## src/rtl/debug_mem_loader_pkg.sv

```systemverilog
// +--------------------------------------------------------------------+
// | debug_mem_loader_pkg                                               |
// | Command codes, FSM encoding and response defaults for the loader.  |
// | Revision: 1.0                                                      |
// +--------------------------------------------------------------------+
`default_nettype none

package debug_mem_loader_pkg;

  localparam logic [7:0] CMD_RD_INST = 8'h00;
  localparam logic [7:0] CMD_WR_INST = 8'h01;
  localparam logic [7:0] CMD_RD_DATA = 8'h02;
  localparam logic [7:0] CMD_WR_DATA = 8'h03;
  localparam logic [7:0] CMD_HALT    = 8'h40;
  localparam logic [7:0] CMD_RUN     = 8'h80;

  localparam logic [2:0] ST_IDLE   = 3'd0;
  localparam logic [2:0] ST_ADDR   = 3'd1;
  localparam logic [2:0] ST_DATA   = 3'd2;
  localparam logic [2:0] ST_WR     = 3'd3;
  localparam logic [2:0] ST_RD_REQ = 3'd4;
  localparam logic [2:0] ST_RESP   = 3'd5;

  localparam logic [7:0] ACK_DEFAULT = 8'hA5;
  localparam logic [7:0] NAK_DEFAULT = 8'hEE;

endpackage

`default_nettype wire

```

## src/rtl/debug_mem_loader_tx_shifter.sv

```systemverilog
// +--------------------------------------------------------------------+
// | loader_tx_shifter                                                  |
// | Sends 1 or 4 bytes of a word, LSB first, under tx valid/ready.     |
// | Revision: 1.0                                                      |
// +--------------------------------------------------------------------+
`default_nettype none

module loader_tx_shifter (
  input  logic        clk,
  input  logic        rst,
  input  logic        ld,
  input  logic [31:0] ld_word,
  input  logic        ld_four,
  input  logic        tx_ready,
  output logic [7:0]  tx_data,
  output logic        tx_valid,
  output logic        done
);

  logic [31:0] word_q, word_d;
  logic [1:0]  left_q, left_d;
  logic        valid_q, valid_d;
  logic        w_fire;

  assign w_fire   = valid_q & tx_ready;
  assign done     = w_fire & (left_q == 2'd0);
  assign tx_data  = word_q[7:0];
  assign tx_valid = valid_q;

  always_comb begin
    word_d  = word_q;
    left_d  = left_q;
    valid_d = valid_q;
    if (ld) begin
      word_d  = ld_word;
      left_d  = ld_four ? 2'd3 : 2'd0;
      valid_d = 1'b1;
    end else if (w_fire) begin
      word_d = {8'h00, word_q[31:8]};
      left_d = left_q - 2'd1;
      if (left_q == 2'd0) begin
        valid_d = 1'b0;
      end
    end
  end

  always_ff @(posedge clk or posedge rst) begin
    if (rst) begin
      word_q  <= 32'h0;
      left_q  <= 2'd0;
      valid_q <= 1'b0;
    end else begin
      word_q  <= word_d;
      left_q  <= left_d;
      valid_q <= valid_d;
    end
  end

endmodule

`default_nettype wire

```

## src/rtl/debug_mem_loader.sv

```systemverilog
// +--------------------------------------------------------------------+
// | debug_mem_loader                                                   |
// | UART-byte command front end for the core's RAM debug ports/reset.  |
// | Revision: 1.0                                                      |
// +--------------------------------------------------------------------+
`default_nettype none

module debug_mem_loader
  import debug_mem_loader_pkg::*;
#(
  parameter int         RD_LATENCY = 1,
  parameter logic [7:0] ACK_BYTE   = ACK_DEFAULT,
  parameter logic [7:0] NAK_BYTE   = NAK_DEFAULT
) (
  input  logic        clk,
  input  logic        rst,
  input  logic [7:0]  rx_data,
  input  logic        rx_valid,
  output logic        rx_ready,
  output logic [7:0]  tx_data,
  output logic        tx_valid,
  input  logic        tx_ready,
  output logic        cpu_rst,
  output logic [31:0] inst_a2,
  output logic [31:0] inst_wd2,
  output logic [3:0]  inst_we2,
  input  logic [31:0] inst_rd2,
  output logic [31:0] data_a2,
  output logic [31:0] data_wd2,
  output logic [3:0]  data_we2,
  input  logic [31:0] data_rd2,
  output logic        busy,
  output logic        err
);

  localparam logic [1:0] LAT_LAST = 2'(RD_LATENCY);

  logic [2:0]  state_q, state_d;
  logic [1:0]  cnt_q, cnt_d;
  logic [1:0]  lat_q, lat_d;
  logic        is_wr_q, is_wr_d;
  logic        is_data_q, is_data_d;
  logic [31:0] addr_q, addr_d;
  logic [31:0] wdata_q, wdata_d;
  logic        cpu_rst_q, cpu_rst_d;
  logic        err_q, err_d;
  logic        rx_ready_q, rx_ready_d;
  logic [31:0] inst_a2_q, inst_a2_d, inst_wd2_q, inst_wd2_d;
  logic [31:0] data_a2_q, data_a2_d, data_wd2_q, data_wd2_d;
  logic [3:0]  inst_we2_q, inst_we2_d, data_we2_q, data_we2_d;

  logic        w_rx_fire;
  logic [31:0] w_addr_shift;
  logic [31:0] w_data_shift;
  logic        w_ld;
  logic [31:0] w_ld_word;
  logic        w_ld_four;
  logic        w_tx_done;

  assign w_rx_fire    = rx_valid & rx_ready_q;
  assign w_addr_shift = {rx_data, addr_q[31:8]};
  assign w_data_shift = {rx_data, wdata_q[31:8]};

  always_comb begin
    state_d    = state_q;
    cnt_d      = cnt_q;
    lat_d      = lat_q;
    is_wr_d    = is_wr_q;
    is_data_d  = is_data_q;
    addr_d     = addr_q;
    wdata_d    = wdata_q;
    cpu_rst_d  = cpu_rst_q;
    err_d      = err_q;
    inst_a2_d  = inst_a2_q;
    inst_wd2_d = inst_wd2_q;
    data_a2_d  = data_a2_q;
    data_wd2_d = data_wd2_q;
    inst_we2_d = 4'h0;
    data_we2_d = 4'h0;
    w_ld       = 1'b0;
    w_ld_word  = {24'h0, ACK_BYTE};
    w_ld_four  = 1'b0;

    case (state_q)
      ST_IDLE: begin
        if (w_rx_fire) begin
          cnt_d     = 2'd0;
          is_wr_d   = (rx_data == CMD_WR_INST) || (rx_data == CMD_WR_DATA);
          is_data_d = (rx_data == CMD_WR_DATA) || (rx_data == CMD_RD_DATA);
          case (rx_data)
            CMD_WR_INST, CMD_WR_DATA, CMD_RD_INST, CMD_RD_DATA: begin
              state_d = ST_ADDR;
            end
            CMD_HALT, CMD_RUN: begin
              cpu_rst_d = (rx_data == CMD_HALT);
              w_ld      = 1'b1;
              state_d   = ST_RESP;
            end
            default: begin
              err_d     = 1'b1;
              w_ld      = 1'b1;
              w_ld_word = {24'h0, NAK_BYTE};
              state_d   = ST_RESP;
            end
          endcase
        end
      end
      ST_ADDR: begin
        if (w_rx_fire) begin
          addr_d = w_addr_shift;
          cnt_d  = cnt_q + 2'd1;
          if (cnt_q == 2'd3) begin
            if (is_wr_q) begin
              state_d = ST_DATA;
            end else begin
              state_d = ST_RD_REQ;
              lat_d   = 2'd0;
              if (is_data_q) data_a2_d = {w_addr_shift[31:2], 2'b00};
              else           inst_a2_d = {w_addr_shift[31:2], 2'b00};
            end
          end
        end
      end
      ST_DATA: begin
        // Outputs are registered, so the strobe is loaded here to be live during WR.
        if (w_rx_fire) begin
          wdata_d = w_data_shift;
          cnt_d   = cnt_q + 2'd1;
          if (cnt_q == 2'd3) begin
            state_d = ST_WR;
            if (is_data_q) begin
              data_a2_d  = {addr_q[31:2], 2'b00};
              data_wd2_d = w_data_shift;
              data_we2_d = 4'hF;
            end else begin
              inst_a2_d  = {addr_q[31:2], 2'b00};
              inst_wd2_d = w_data_shift;
              inst_we2_d = 4'hF;
            end
          end
        end
      end
      ST_WR: begin
        w_ld    = 1'b1;
        state_d = ST_RESP;
      end
      ST_RD_REQ: begin
        if (lat_q == LAT_LAST) begin
          w_ld      = 1'b1;
          w_ld_four = 1'b1;
          w_ld_word = is_data_q ? data_rd2 : inst_rd2;
          state_d   = ST_RESP;
        end else begin
          lat_d = lat_q + 2'd1;
        end
      end
      ST_RESP: begin
        if (w_tx_done) state_d = ST_IDLE;
      end
      default: state_d = ST_IDLE;
    endcase

    rx_ready_d = (state_d == ST_IDLE) || (state_d == ST_ADDR) || (state_d == ST_DATA);
  end

  always_ff @(posedge clk or posedge rst) begin
    if (rst) begin
      state_q    <= ST_IDLE;
      cnt_q      <= 2'd0;
      lat_q      <= 2'd0;
      is_wr_q    <= 1'b0;
      is_data_q  <= 1'b0;
      addr_q     <= 32'h0;
      wdata_q    <= 32'h0;
      cpu_rst_q  <= 1'b1;
      err_q      <= 1'b0;
      rx_ready_q <= 1'b0;
      inst_a2_q  <= 32'h0;
      inst_wd2_q <= 32'h0;
      inst_we2_q <= 4'h0;
      data_a2_q  <= 32'h0;
      data_wd2_q <= 32'h0;
      data_we2_q <= 4'h0;
    end else begin
      state_q    <= state_d;
      cnt_q      <= cnt_d;
      lat_q      <= lat_d;
      is_wr_q    <= is_wr_d;
      is_data_q  <= is_data_d;
      addr_q     <= addr_d;
      wdata_q    <= wdata_d;
      cpu_rst_q  <= cpu_rst_d;
      err_q      <= err_d;
      rx_ready_q <= rx_ready_d;
      inst_a2_q  <= inst_a2_d;
      inst_wd2_q <= inst_wd2_d;
      inst_we2_q <= inst_we2_d;
      data_a2_q  <= data_a2_d;
      data_wd2_q <= data_wd2_d;
      data_we2_q <= data_we2_d;
    end
  end

  loader_tx_shifter u_tx (
    .clk      (clk),
    .rst      (rst),
    .ld       (w_ld),
    .ld_word  (w_ld_word),
    .ld_four  (w_ld_four),
    .tx_ready (tx_ready),
    .tx_data  (tx_data),
    .tx_valid (tx_valid),
    .done     (w_tx_done)
  );

  assign rx_ready = rx_ready_q;
  assign cpu_rst  = cpu_rst_q;
  assign err      = err_q;
  assign busy     = (state_q != ST_IDLE);
  assign inst_a2  = inst_a2_q;
  assign inst_wd2 = inst_wd2_q;
  assign inst_we2 = inst_we2_q;
  assign data_a2  = data_a2_q;
  assign data_wd2 = data_wd2_q;
  assign data_we2 = data_we2_q;

endmodule

`default_nettype wire
```

## config.mk

```make
export PLATFORM = sky130hd
export DESIGN_NAME = debug_mem_loader
export DESIGN_NICKNAME = d
export VERILOG_FILES = /design/src/rtl/debug_mem_loader_pkg.sv /design/src/rtl/debug_mem_loader_tx_shifter.sv /design/src/rtl/debug_mem_loader.sv
export SDC_FILE = /design/constraint.sdc
export NUM_CORES = 1
export LEC_CHECK = 0
export CAP_MARGIN = 20
export CORE_AREA = 2 2 151 153
export DETAILED_ROUTE_END_ITERATION = 10
export DIE_AREA = 0 0 153 155
export GPL_ROUTABILITY_DRIVEN = 0
export PLACE_DENSITY = 0.75
export SKIP_LAST_GASP = 1
export SYNTH_ARGS = -nofsm -noshare
export SYNTH_HDL_FRONTEND = slang
export SYNTH_SLANG_ARGS = --single-unit
```

## constraint.sdc

```tcl
create_clock -name clk -period 10.05 [get_ports clk]
set_input_delay 1.5075 -clock clk [delete_from_list [all_inputs] [get_ports clk]]
set_output_delay 1.5075 -clock clk [all_outputs]
set_load 0.005 [all_outputs]
```

==> results.yml <==
final_layout:
  design_area_um2: 13000
  final_cell_mix: "dfrtp_1, clkdlybuf4s50_1, mux2_2, mux2i_1, nor2_1"
  nets: 1033
  final_common_cell: "dfrtp_1"
  n_antenna_cell: 0
  layout-drive-gt1-share_pct: 21.9
  fin_util_pct: 58.4
  area_growth_pct: 32.4
route:
  firstDrtPassIters: 4
  via_count: 6554
  drtIter0Drc: 273
  drt-vias-per-instance: 5.21
  avgRoutedWirePerCell_um: 17.8
  wl_um: 22400
  ant_nets: 0
  post-route-drc-count: 0
timing:
  slew_viol_final: 0
  setup_viol: 0
  post-route-min-period_ps: 3520
  fmax_mhz: 284
  postLayoutSetupSlackWorst_ps: 6530
  finalCritPeriodShare_pct: 35.0
  rsz0062_at_grt: "false"
  max_slew_margin_pct: 26.1
  hold_viol: 0
  final.setup.tns_ps: 0
  tightest_slew_ps: 1110
  fin_skew_ps: 14.2
worst_setup_path:
  critPathMaxStageDelay_ps: 680
  cp_slowest_cell: "or3_1"
  r2r_end: "u_tx.word_q[14]$_DFFE_PP0P_"
  crit_type: "in2reg"
  reg2reg_slack_ps: 6990
  critPathMaxFanout: 25
  crit_chain: "clkdlybuf4s50_1, nor4_4, a2111oi_4, buf_4, or3_1, o21a_1"
  worst_setup_path_end_kind: "flip-flop"
  worstPathArrival_ps: 3920
  rr_startpoint: "state_q[1]$_DFF_PP0_"
  reg2regPathDepth: 5
  critPathLaunchType: "input port"
  required_ps: 10450
placement:
  hpwl_um: 15000
  io_buffers: 220
  dp_slack_ps: 5760
  dpl_cell_area_um2: 12100
yosys:
  synth-edff-count: 0
  syn_area_per_cell_um2: 12.9
  synth-async-reset-ratio_pct: 100
  synth_ff_type: "dfrtp_1"
  yosysSeqAreaShare_pct: 57.9
  yosys_warnings: 0
  synth_cells: 762
  synth.distinct_cells: 52
  synth_area_um2: 9810
  ys_ff_latch: 227
global_routing:
  grt_max_degree: 152
  antenna_found_initial: 0
  grt_pass1_vias: 6918
  grt_usage_pct: 19.3
  overflow: 0
  grt_pass1_wl_um: 37300
power:
  p_int_uw: 2040
  netSwitchingFraction_pct: 28.4
  p_clk_share_pct: 33.5
  seqPwrFrac_pct: 43.3
  leakagePower_uw: 0.00558
  p_sw_uw: 806
  power_density_nw_per_um2: 219
  combPwrFrac_pct: 23.1
  finalPower_uw: 2840
  peakVddDrop_uv: 97.3
flow_run:
  cap_viol_max_count: 0
hold_path:
  whs_path_depth: 2
  min_from: "data_a2[30]$_DFFE_PP0P_"
  hold_path_end: "data_a2[30]$_DFFE_PP0P_"
  hp-class: "reg2reg"
cts:
  cts_setup_buffers: 0
  cts.sink_count: 227
  clk_path_buf_depth: 3
  cts_made_buffers: 25
  cts_resized: 0
  cts.hold.buffers_added: 0
  cts_tree: "built"
  ctsRootBufferMaster: "clkbuf_16"
  clk_pin_slew_ps: 60
  clkLatencyLatePin_ps: 510
  htreeDepth: 1
floorplanning:
  ios: 225
  start_util_pct: 44.1
  die_width_um: 153
  die_area_um2: 23700
  die_h_um: 155
  core_um2: 22200
  rows: 55
run_status:
  status: "completed"
==> sequential cells by signal, indices dropped and copies added, names as in the netlist, 2 cells and up <==
register and cells:
wdata_q 24, addr_q 30, inst_wd2 32, cnt_q 2, data_wd2 32, lat_q 2
u_tx.left_q 2, data_a2 30, u_tx.word_q 32, inst_a2 30, state_q 3
==> Yosys cell counts, types with 2 or more instances <==
master     count  area [µm²]
nor2_1        55         206
ha_1           3        37.5
inv_1          7        26.3
nor3_1         7        35.0
nor2b_1        5        31.3
nand2b_1       5        31.3
o21ai_0       40         200
a211oi_1       7        52.6
o2bb2ai_1     11        96.3
mux2_2       118        1330
mux2i_1       63         631
o221ai_1       3        26.3
a21oi_1        4        20.0
a22o_1         2        17.5
and3_1         3        18.8
a21oi_2       30         263
nand3_1        2        10.0
or3_1          3        18.8
nand3b_1       3        22.5
buf_2         21         105
nand2_1       41         154
o21a_1        17         128
dfrtp_1      226        5660
buf_6          7        78.8
o32ai_1       17         149
clkbuf_1      19        71.3
buf_4         18         135
==> power by group through the flow <==
| stage | logic [µW] | clock network [µW] | registers [µW] |
|---|---|---|---|
| global route | 727 | 1020 | 1260 |
| CTS | 662 | 975 | 1230 |
| finish | 658 | 954 | 1230 |
| floorplan | 460 | 0 | 1200 |
| global placement | 640 | 0 | 1240 |
| detailed placement | 660 | 0 | 1240 |
==> how the worst max path moves through the flow <==
stage	endpoint	from	cells after the start
after floorplan	addr_q[10]$_DFFE_PP0P_	rst	1
after global placement	u_tx.word_q[29]$_DFFE_PP0P_	rx_data[2]	6
after detailed placement	u_tx.word_q[7]$_DFFE_PP0P_	rx_data[2]	6
after CTS	u_tx.word_q[7]$_DFFE_PP0P_	rx_data[2]	6
after global routing	data_wd2[3]$_DFFE_PP0P_	rx_valid	5
final	u_tx.word_q[14]$_DFFE_PP0P_	rx_data[2]	6
==> worst max-delay path: cells and delay by family <==
| kind | cells | cell delay (ps) |
|---|---|---|
| AND/OR/NAND/NOR | 2 | 1200 |
| buffers and inverters | 2 | 780 |
| AO/OA/AOI/OAI | 2 | 430 |
==> area by class of cell <==
type                            instances  area [µm²]
Tap cell                              285         357
Timing Repair Buffer                  229        2290
Sequential cell                       227        5680
Clock buffer                           34         699
Multi-Input combinational cell        464        3750
Clock inverter                         12         173
Inverter                                7        33.8
Fill cell                            1817        9250
==> per-stage QoR <==
stage	hold WS, ps	std cells
floorplan	457	765
global placement	460	1210
finish	480	1258
global route	513	1258
detailed placement	474	1210
CTS	490	1256
==> routing by layer <==
| layer | global-route usage [%] | vias to the layer above | routed length (µm) |
|---|---|---|---|
| met3 | 4.51 | 36 | 1400 |
| li1 | - | 3096 | - |
| met1 | 27.0 | 3228 | 10100 |
| met2 | 30.5 | 194 | 10400 |
| met5 | 0 | - | 0 |
| met4 | 5.11 | 0 | 515 |
==> cell families (layout without fill, tap and decap cells) <==
family	after synthesis	count (layout)	share of synthesized area [%]
AOI/OAI and AO/OA	141	141	10.9
xor gates and xnor gates	1	1	0.0893
adders and majority gates	3	3	0.383
buffers and inverters	74	282	4.34
DFF	227	227	57.9
muxes	181	181	20.0
other	1	4	0.0382
and+or+nand+nor	134	134	6.39
Note: power is estimated with default switching activity, not from simulation.
